`src/rtl/uart_char_pkg.sv`:
```
// Shared FSM encodings, character constants and the keyboard character filter
// used by the Apple 1 serial keyboard substitute.
package uart_char_pkg;

    localparam logic [1:0] RX_IDLE  = 2'd0;
    localparam logic [1:0] RX_START = 2'd1;
    localparam logic [1:0] RX_DATA  = 2'd2;
    localparam logic [1:0] RX_STOP  = 2'd3;

    localparam logic [1:0] O_IDLE    = 2'd0;
    localparam logic [1:0] O_SETUP   = 2'd1;
    localparam logic [1:0] O_STROBE  = 2'd2;
    localparam logic [1:0] O_RELEASE = 2'd3;

    localparam logic [7:0] ASCII_LF  = 8'h0A;
    localparam logic [7:0] ASCII_CR  = 8'h0D;
    localparam logic [7:0] ASCII_NUL = 8'h00;
    localparam logic [7:0] LOWER_A   = 8'h61;
    localparam logic [7:0] LOWER_Z   = 8'h7A;

    // Strip bit 7 and fold lower case onto the upper-case-only Apple 1 set.
    function automatic logic [6:0] filter_char(input logic [7:0] b);
        logic [6:0] c;
        c = b[6:0];
        if (c >= LOWER_A[6:0] && c <= LOWER_Z[6:0]) begin
            c = c - 7'h20;
        end
        return c;
    endfunction

    function automatic logic keep_char(input logic [6:0] c);
        return (c != ASCII_LF[6:0]) && (c != ASCII_NUL[6:0]);
    endfunction

endpackage

```
`src/rtl/char_fifo.sv`:
```
// Small synchronous character FIFO; a push while full succeeds only when a pop
// frees a slot in the same cycle.
module char_fifo #(
    parameter int unsigned WIDTH = 7,
    parameter int unsigned DEPTH = 16
) (
    input  logic             clk,
    input  logic             rst_n,
    input  logic             push,
    input  logic             pop,
    input  logic [WIDTH-1:0] din,
    output logic [WIDTH-1:0] dout,
    output logic             full,
    output logic             empty
);

    localparam int unsigned AW = $clog2(DEPTH);

    logic [WIDTH-1:0] mem [DEPTH];
    logic [AW-1:0]    wr_ptr;
    logic [AW-1:0]    rd_ptr;
    logic [AW:0]      count;
    logic             do_push;
    logic             do_pop;

    assign empty   = (count == '0);
    assign full    = (count == (AW+1)'(DEPTH));
    assign do_pop  = pop && !empty;
    assign do_push = push && (!full || do_pop);
    assign dout    = mem[rd_ptr];

    always_ff @(posedge clk) begin
        if (do_push) begin
            mem[wr_ptr] <= din;
        end
    end

    always_ff @(posedge clk or negedge rst_n) begin
        if (!rst_n) begin
            wr_ptr <= '0;
            rd_ptr <= '0;
            count  <= '0;
        end else begin
            if (do_push) wr_ptr <= wr_ptr + AW'(1);
            if (do_pop)  rd_ptr <= rd_ptr + AW'(1);
            case ({do_push, do_pop})
                2'b10:   count <= count + (AW+1)'(1);
                2'b01:   count <= count - (AW+1)'(1);
                default: count <= count;
            endcase
        end
    end

endmodule

```
`src/rtl/uart_char_feeder.sv`:
```
// UART-to-Apple-1 keyboard bridge: 8N1 receiver, character filter, FIFO and
// the rd/da strobe handshake paced by the terminal's rda.
module uart_char_feeder
    import uart_char_pkg::*;
#(
    parameter int unsigned CLKS_PER_BIT = 218,
    parameter int unsigned FIFO_DEPTH   = 16
) (
    input  logic       clk,
    input  logic       mr_n,
    input  logic       rx,
    input  logic       rda,
    output logic [6:0] rd,
    output logic       da,
    output logic       overrun,
    output logic       frame_err
);

    localparam int unsigned CW        = $clog2(CLKS_PER_BIT);
    localparam int unsigned HALF      = CLKS_PER_BIT / 2;
    localparam logic [CW-1:0] BIT_LAST  = CW'(CLKS_PER_BIT - 1);
    localparam logic [CW-1:0] HALF_LAST = CW'(HALF - 1);

    logic          rx_meta, rx_s, rda_meta, rda_s;
    logic [1:0]    rx_state_q, rx_state_d;
    logic [CW-1:0] cnt_q, cnt_d;
    logic [2:0]    bit_q, bit_d;
    logic [7:0]    shift_q, shift_d;
    logic          push_q, push_d;
    logic [6:0]    pdata_q, pdata_d;
    logic          ferr_d;
    logic          ovr_d;
    logic [6:0]    filt;
    logic [1:0]    o_state_q, o_state_d;
    logic [6:0]    rd_d;
    logic          da_d;
    logic          pop;
    logic [6:0]    fifo_dout;
    logic          fifo_full, fifo_empty;

    assign filt  = filter_char(shift_q);
    assign ovr_d = push_q && fifo_full && !pop;

    // Receiver: the detect cycle in RX_IDLE counts toward the half-bit delay.
    always_comb begin
        rx_state_d = rx_state_q;
        cnt_d      = cnt_q;
        bit_d      = bit_q;
        shift_d    = shift_q;
        push_d     = 1'b0;
        pdata_d    = pdata_q;
        ferr_d     = 1'b0;
        case (rx_state_q)
            RX_IDLE: begin
                if (!rx_s) begin
                    rx_state_d = RX_START;
                    cnt_d      = CW'(1);
                end
            end
            RX_START: begin
                if (cnt_q == HALF_LAST) begin
                    cnt_d      = '0;
                    bit_d      = '0;
                    rx_state_d = rx_s ? RX_IDLE : RX_DATA;
                end else begin
                    cnt_d = cnt_q + CW'(1);
                end
            end
            RX_DATA: begin
                if (cnt_q == BIT_LAST) begin
                    cnt_d   = '0;
                    shift_d = {rx_s, shift_q[7:1]};
                    if (bit_q == 3'd7) rx_state_d = RX_STOP;
                    else               bit_d      = bit_q + 3'd1;
                end else begin
                    cnt_d = cnt_q + CW'(1);
                end
            end
            default: begin
                if (cnt_q == BIT_LAST) begin
                    cnt_d      = '0;
                    rx_state_d = RX_IDLE;
                    if (rx_s) begin
                        push_d  = keep_char(filt);
                        pdata_d = filt;
                    end else begin
                        ferr_d = 1'b1;
                    end
                end else begin
                    cnt_d = cnt_q + CW'(1);
                end
            end
        endcase
    end

    // Output handshake: rd loads only on leaving O_IDLE.
    always_comb begin
        o_state_d = o_state_q;
        rd_d      = rd;
        da_d      = da;
        pop       = 1'b0;
        case (o_state_q)
            O_IDLE: begin
                if (!fifo_empty && rda_s) begin
                    pop       = 1'b1;
                    rd_d      = fifo_dout;
                    o_state_d = O_SETUP;
                end
            end
            O_SETUP: begin
                da_d      = 1'b1;
                o_state_d = O_STROBE;
            end
            O_STROBE: begin
                if (!rda_s) begin
                    da_d      = 1'b0;
                    o_state_d = O_RELEASE;
                end
            end
            default: begin
                da_d = 1'b0;
                if (rda_s) o_state_d = O_IDLE;
            end
        endcase
    end

    always_ff @(posedge clk or negedge mr_n) begin
        if (!mr_n) begin
            rx_meta    <= 1'b1;
            rx_s       <= 1'b1;
            rda_meta   <= 1'b0;
            rda_s      <= 1'b0;
            rx_state_q <= RX_IDLE;
            cnt_q      <= '0;
            bit_q      <= '0;
            shift_q    <= '0;
            push_q     <= 1'b0;
            pdata_q    <= '0;
            frame_err  <= 1'b0;
            overrun    <= 1'b0;
            o_state_q  <= O_IDLE;
            rd         <= '0;
            da         <= 1'b0;
        end else begin
            rx_meta    <= rx;
            rx_s       <= rx_meta;
            rda_meta   <= rda;
            rda_s      <= rda_meta;
            rx_state_q <= rx_state_d;
            cnt_q      <= cnt_d;
            bit_q      <= bit_d;
            shift_q    <= shift_d;
            push_q     <= push_d;
            pdata_q    <= pdata_d;
            frame_err  <= ferr_d;
            overrun    <= ovr_d;
            o_state_q  <= o_state_d;
            rd         <= rd_d;
            da         <= da_d;
        end
    end

    char_fifo #(
        .WIDTH (7),
        .DEPTH (FIFO_DEPTH)
    ) u_fifo (
        .clk   (clk),
        .rst_n (mr_n),
        .push  (push_q),
        .pop   (pop),
        .din   (pdata_q),
        .dout  (fifo_dout),
        .full  (fifo_full),
        .empty (fifo_empty)
    );

endmodule

```
`config.mk`:
```
export PLATFORM = sky130hd
export DESIGN_NAME = uart_char_feeder
export DESIGN_NICKNAME = d
export VERILOG_FILES = /design/src/rtl/uart_char_pkg.sv /design/src/rtl/char_fifo.sv /design/src/rtl/uart_char_feeder.sv
export SDC_FILE = /design/constraint.sdc
export NUM_CORES = 1
export LEC_CHECK = 0
export BUFFER_PORTS_ARGS = -buffer_cell sky130_fd_sc_hd__buf_2
export CAP_MARGIN = 10
export CORE_MARGIN = 5
export CORE_UTILIZATION = 55
export CTS_BUF_LIST = sky130_fd_sc_hd__clkbuf_8
export CTS_CLUSTER_SIZE = 25
export DETAILED_ROUTE_END_ITERATION = 7
export GPL_ROUTABILITY_DRIVEN = 1
export PLACE_DENSITY = 0.71
export SETUP_SLACK_MARGIN = 0.4
export SKIP_LAST_GASP = 1
export SLEW_MARGIN = 40
export SYNTH_ARGS = -nofsm -noshare
export SYNTH_HDL_FRONTEND = slang
export SYNTH_SLANG_ARGS = --single-unit
```
`constraint.sdc`:
```
create_clock -name clk -period 5 [get_ports clk]
set_clock_uncertainty 0.15 [all_clocks]
set_input_delay 1 -clock clk [delete_from_list [all_inputs] [get_ports clk]]
set_output_delay 1 -clock clk [all_outputs]
set_load 0.02 [all_outputs]
```
Yosys cells after proc, flatten, opt, wreduce, memory -nomap -nowiden
Memories as Yosys holds them, arrays and structs flattened. A register that Yosys moved wholly into a read port is not among the register bits. Cells that the tools add are included.

Flip-flop bits (word level): 51. Memory bits (writable): 112. Bits of input ports: 4. Output and inout bits: 10. Memories kept: 1.

Add/sub/neg operators: 7. Order comparisons: 2. Eq/ne operators: 18. Muxes and demuxes: 33. Bitwise gates (word level): 2. Reduce and logical (&&, ||, !) cells: 28.

Memories: u_fifo.mem (depth 16, bits a word 7, rd ports 1, clocked after memory_dff 1, wr ports 1, line char_fifo.sv:19) `logic [WIDTH-1:0] mem [DEPTH];`.

Operators with widths (count): 8-bit two-way mux (3); 2-bit two-way mux (9); 8-bit case mux with 2 select lines (1); 2-bit inequality test, second input constant (7); 2-bit case mux with 3 select lines (2); 1-bit two-way mux (11); 5-bit case mux with 2 select lines (1); 3-bit two-way mux (3); 4-bit by 1-bit adder with 4-bit output, second input constant (2); 8-bit by 1-bit adder with 8-bit output, second input constant (1); 8-bit by 7-bit == test with 1-bit output, second input constant (1); 8-bit == test, second input constant (1); 7-bit greater-or-equal comparator, second input constant (1); 7-bit less-or-equal comparator, second input constant (1); 1-bit logical AND (7); 7-bit two-way mux (1); 7-bit by 4-bit inequality test with 1-bit output, second input constant (1); 7-bit nonzero test (1); 7-bit by 6-bit subtractor with 7-bit output, second input constant (1); 2-bit by 1-bit == test with 1-bit output, second input constant (3); 2-bit == test, second input constant (3); 3-bit case mux with 2 select lines (1); 2-bit AND reduction (3); 3-bit AND reduction (2); 17 further kinds (23).

Depth between registers and ports, before layout
Depth after elaboration: 10. Depth in mapped cells: 13.

Cells and area by module
A second synthesis with hierarchy kept.

Cell total of the unflattened synthesis: 472. Area total of the unflattened synthesis: 7290.7 µm².

Modules (own cells, without submodules): char_fifo (times used 1, cells an instance 276, area an instance 5176.2 µm²); uart_char_feeder (times used 1, cells an instance 196, area an instance 2114.5 µm²).

Least setup slack after synthesis
No wires, ideal clock.

Path kind: reg2reg. Start: register u_fifo.count[0]. End: register u_fifo.count[4]. Library setup time: 126 ps. Arrival: 2702 ps. Data required time: 4724 ps. Slack: 2022 ps. Stages on the path, launching flop included: 13. Period minus slack after synthesis: 2978 ps. Cells stage by stage: dfrtp_1 > or4_1 > o21ai_2 > or2_1 > buf_6 > inv_2 > ha_1 > fa_1 > a21o_1 > a21oi_1 > xor2_1 > nor2_1 > xor2_1.

Word-level cells in the longest chain between the ends: 10. Elaborated cells between the ends (all ways): 16. Classes of those cells: add/sub: 2; eq/ne: 3; mux: 3; reduce/logical: 8.

RTL lines: start: declaration (line char_fifo.sv:22) `logic [AW:0] count;`; start signal: assignment (line char_fifo.sv:47) `2'b10: count <= count + (AW+1)'(1);`; start signal: assignment (line char_fifo.sv:48) `2'b01: count <= count - (AW+1)'(1);`; start signal: assignment (line char_fifo.sv:49) `default: count <= count;`; 5-bit zero test (line char_fifo.sv:26) `assign empty = (count == '0);`; 1-bit zero test (line char_fifo.sv:28, uart_char_feeder.sv:104); 1-bit logical AND (line uart_char_feeder.sv:104) `if (!fifo_empty && rda_s) begin`; 1-bit two-way mux (line uart_char_feeder.sv:104); 1-bit two-way mux (line uart_char_feeder.sv:102) `case (o_state_q)`; 1-bit logical AND (line char_fifo.sv:28) `assign do_pop = pop && !empty;`; 1-bit logical OR (line char_fifo.sv:29) `assign do_push = push && (!full || do_pop);`; 1-bit logical AND (line char_fifo.sv:29); 2-bit by 1-bit == test with 1-bit output / 2-bit == test (equally long branches) (line char_fifo.sv:46) `case ({do_push, do_pop})`; 5-bit case mux with 2 select lines / 2-bit nonzero test (equally long branches).

Several ways; a longest one is shown, not always the timed one. A chain may end at the register's enable or synchronous reset.

Final worst setup path
Same ends and word-level chain as after synthesis.

==> flow_summary_export.csv <==
group,metric,value,unit
run_status,outcome,"finished clean",
cts,cts_tree,"built",
cts,clock_sinks,170,
synth,syn-cell-area,7230,sq um
grt,grt_max_degree,38,
worst_setup_path,r2r_cells,11,
synth,synth_seq_cells,170,
synth,ys_seq_area_share,66.6,%
power,leakagePower,2.73,nW
timing,fin_crit,3.58,ns
worst_setup_path,cp.arrival,3.76,ns
grt,grt_pass1_vias,3935,
routing,viasPerCell,5.84,
worst_setup_path,worstSetupPathType,"flop to flop",
min_path,min_to,"rx_s",
timing,post-route-period-util,71.6,%
timing,max_freq,279,MHz
worst_setup_path,start_kind,"flop",
timing,drv_slew,0,
synth,syn_inst,440,
min_path,hp-class,"flop to flop",
floorplan,core_area,12800,sq um
floorplan,die_h,125,um
worst_setup_path,ff2ff_setup_slack,1.42,ns
worst_setup_path,endpoint_kind,"flop",
routing,wirelength,13200,um
placed_design,dp_slack,1.45,ns
routing,wire_per_inst,20.5,um
grt,grtUsageTotal,18.2,%
routing,drtIter0Drc,265,
cts,cts_resized,0,
placed_design,port-buffer-count,13,
cts,root_buffer,"clkbuf_8",
timing,worstMarginPinSlew,0.692,ns
synth,async_reset_ff_share,34.1,%
routing,ant_nets,0,
synth,syn-num-nets,464,
worst_setup_path,worstPathRequired,5.18,ns
timing,setup_viol_count_final,0,
cts,numCtsBuffers,17,
synth,synth_edf_count,112,
final_layout,drive_above_1_share,20.6,%
grt,overflow,0,
run,cap_violations,0,
timing,fin_tns_setup,0,ns
synth,syn_avg_cell_area,16.4,sq um
cts,cts_hold_buf,0,
cts,cts_buffer_depth,2,
timing,rsz0062_at_grt,"no",
synth,synth_warnings,0,
routing,drc,0,
final_layout,fin_nets,483,
floorplan,die_area,15500,sq um
timing,hold_violations,0,
cts,htreeDepth,4,
power,vdd_drop_max,0.149,mV
synth,yosysUniqueCellTypes,60,
placed_design,dp_hpwl,8850,um
worst_setup_path,rr_endpoint,"u_fifo.count[4]",
final_layout,area_delta_synth_final,7.91,%
grt,antenna_found_initial,0,
routing,dr.pass1.iters,4,
worst_setup_path,worstReg2RegStart,"u_fifo.count[0]",
timing,timing.final.ws_setup,1.42,ns
timing,relSlewSlack,53.9,%
routing,num_vias,3764,
final_layout,num_antenna_cells,0,
cts,clk_latency,0.44,ns
placed_design,gp_congestion,0.849,
floorplan,start_util,56.6,%
power,power_density,315,nW/um^2
cts,postCtsSetupBuffers,0,
floorplan,die_w,125,um
grt,grt_pass1_wl,21500,um
floorplan,rows,41,
final_layout,final_util,61.1,%
worst_setup_path,crit_path_max_fanout,15,
cts,cts.clk_slew.worst_paths,0.09,ns
min_path,min-delay-start,"rx_meta",
synth,ys.flop_type,"edfxtp_1",
final_layout,multi_input_area,2230,sq um
min_path,hold-path-cell-count,0,
floorplan,io_pins,14,
final_layout,seqCellArea,4820,sq um
final_layout,fillerInstances,948,
[synthesized netlist by cell type (all sizes together), types with 10 or more instances]
cell type,instances,area (sq um)
a21o,10,78.8
a21oi,13,65.1
a22oi,12,90.1
and2,19,119
dfrtp,56,1400
edfxtp,112,3360
ha,19,238
inv,15,56.3
mux2,16,180
mux4,28,657
nand2,18,67.6
nor2,16,62.6
o21ai,13,68.8
xnor2,11,96.3
[cell families (layout without fill, tap and decap cells)]
family / after synthesis / after routing / share of synthesized area, %
buffers and inverters: 31 / 63 / 2.60
adder cells (fa/ha/maj): 20 / 20 / 3.56
flip-flops: 170 / 170 / 66.6
AND/OR/NAND/NOR: 87 / 87 / 6.82
XOR/XNOR: 16 / 16 / 1.94
AO/OA/AOI/OAI: 71 / 71 / 6.75
multiplexers: 45 / 45 / 11.7
[state kept, by name, summed over array words and instances, names as in the netlist, 2 cells and up]
signal and flops:
rd 7, cnt_q 8, pdata_q 7, u_fifo.wr_ptr 4, u_fifo.rd_ptr 4, shift_q 8, u_fifo.count 5, u_fifo.mem 112
bit_q 3, o_state_q 2, rx_state_q 2
[where the power goes]
group | switching (W) | internal [W]
sequential | 0.00000175 | 0.00149
clock | 0.000476 | 0.000484
combinational | 0.00000970 | 0.00000187
[layer usage]
layer | GRT usage [%] | vias up | wire [um]
met1 | 23.6 | 1931 | 5700
li1 | - | 1741 | -
met3 | 4.72 | 18 | 558
met5 | 0 | - | 0
met2 | 30.0 | 74 | 6720
met4 | 6.45 | 0 | 223
[cell usage in the layout (no fill, tap or decap), types with 7 or more instances in the layout]
cell and n:
mux4_2 21, and2_1 19, dfrtp_1 54, a22oi_1 12
nor2_1 15, a21oi_1 13, mux4_1 7, inv_1 17
clkbuf_8 17, nand2_1 18, xnor2_1 11, o21ai_0 11
a21o_1 7, edfxtp_1 112, mux2_2 16, buf_2 12
ha_1 19
[area by class of cell]
cell class | count | share of cell area, %
clock buffers | 17 | 3.00
clock inverters | 15 | 2.07
inverters | 15 | 0.722
multi-input cells | 239 | 28.5
flip-flops and latches | 170 | 61.8
well taps | 172 | 2.76
repair buffers | 16 | 1.15
[critical path: stages, from the launching register on]
cell and delay (ns):
dfrtp_1 0.44, or4_1 0.56, o21ai_2 0.14, or2_1 0.51
inv_2 0.17, ha_1 0.32, fa_1 0.44, a21o_1 0.20
a21oi_1 0.17, xor2_1 0.15, nor2_1 0.06, xor2_1 0.15
[worst max path at each step]
stage                         start              end
floorplan           u_fifo.count[0]  u_fifo.count[4]
global placement    u_fifo.count[0]  u_fifo.count[4]
detailed placement  u_fifo.count[0]  u_fifo.count[4]
CTS                 u_fifo.count[0]  u_fifo.count[4]
global route        u_fifo.count[0]  u_fifo.count[4]
finish              u_fifo.count[0]  u_fifo.count[4]
[metrics by stage]
stage / power, W / cell area, sq um / std cells / hold WS (ns)
2_1_floorplan: 0.00152 / 7230 / 440 / 0.181
3_3_place_gp: 0.00153 / 7400 / 612 / 0.191
3_5_place_dp: 0.00153 / 7410 / 612 / 0.193
4_1_cts: 0.00248 / 7800 / 644 / 0.214
5_1_grt: 0.00255 / 7800 / 644 / 0.218
6_report: 0.00246 / 7800 / 644 / 0.211
No activity file was read; power rests on OpenSTA's default activity.
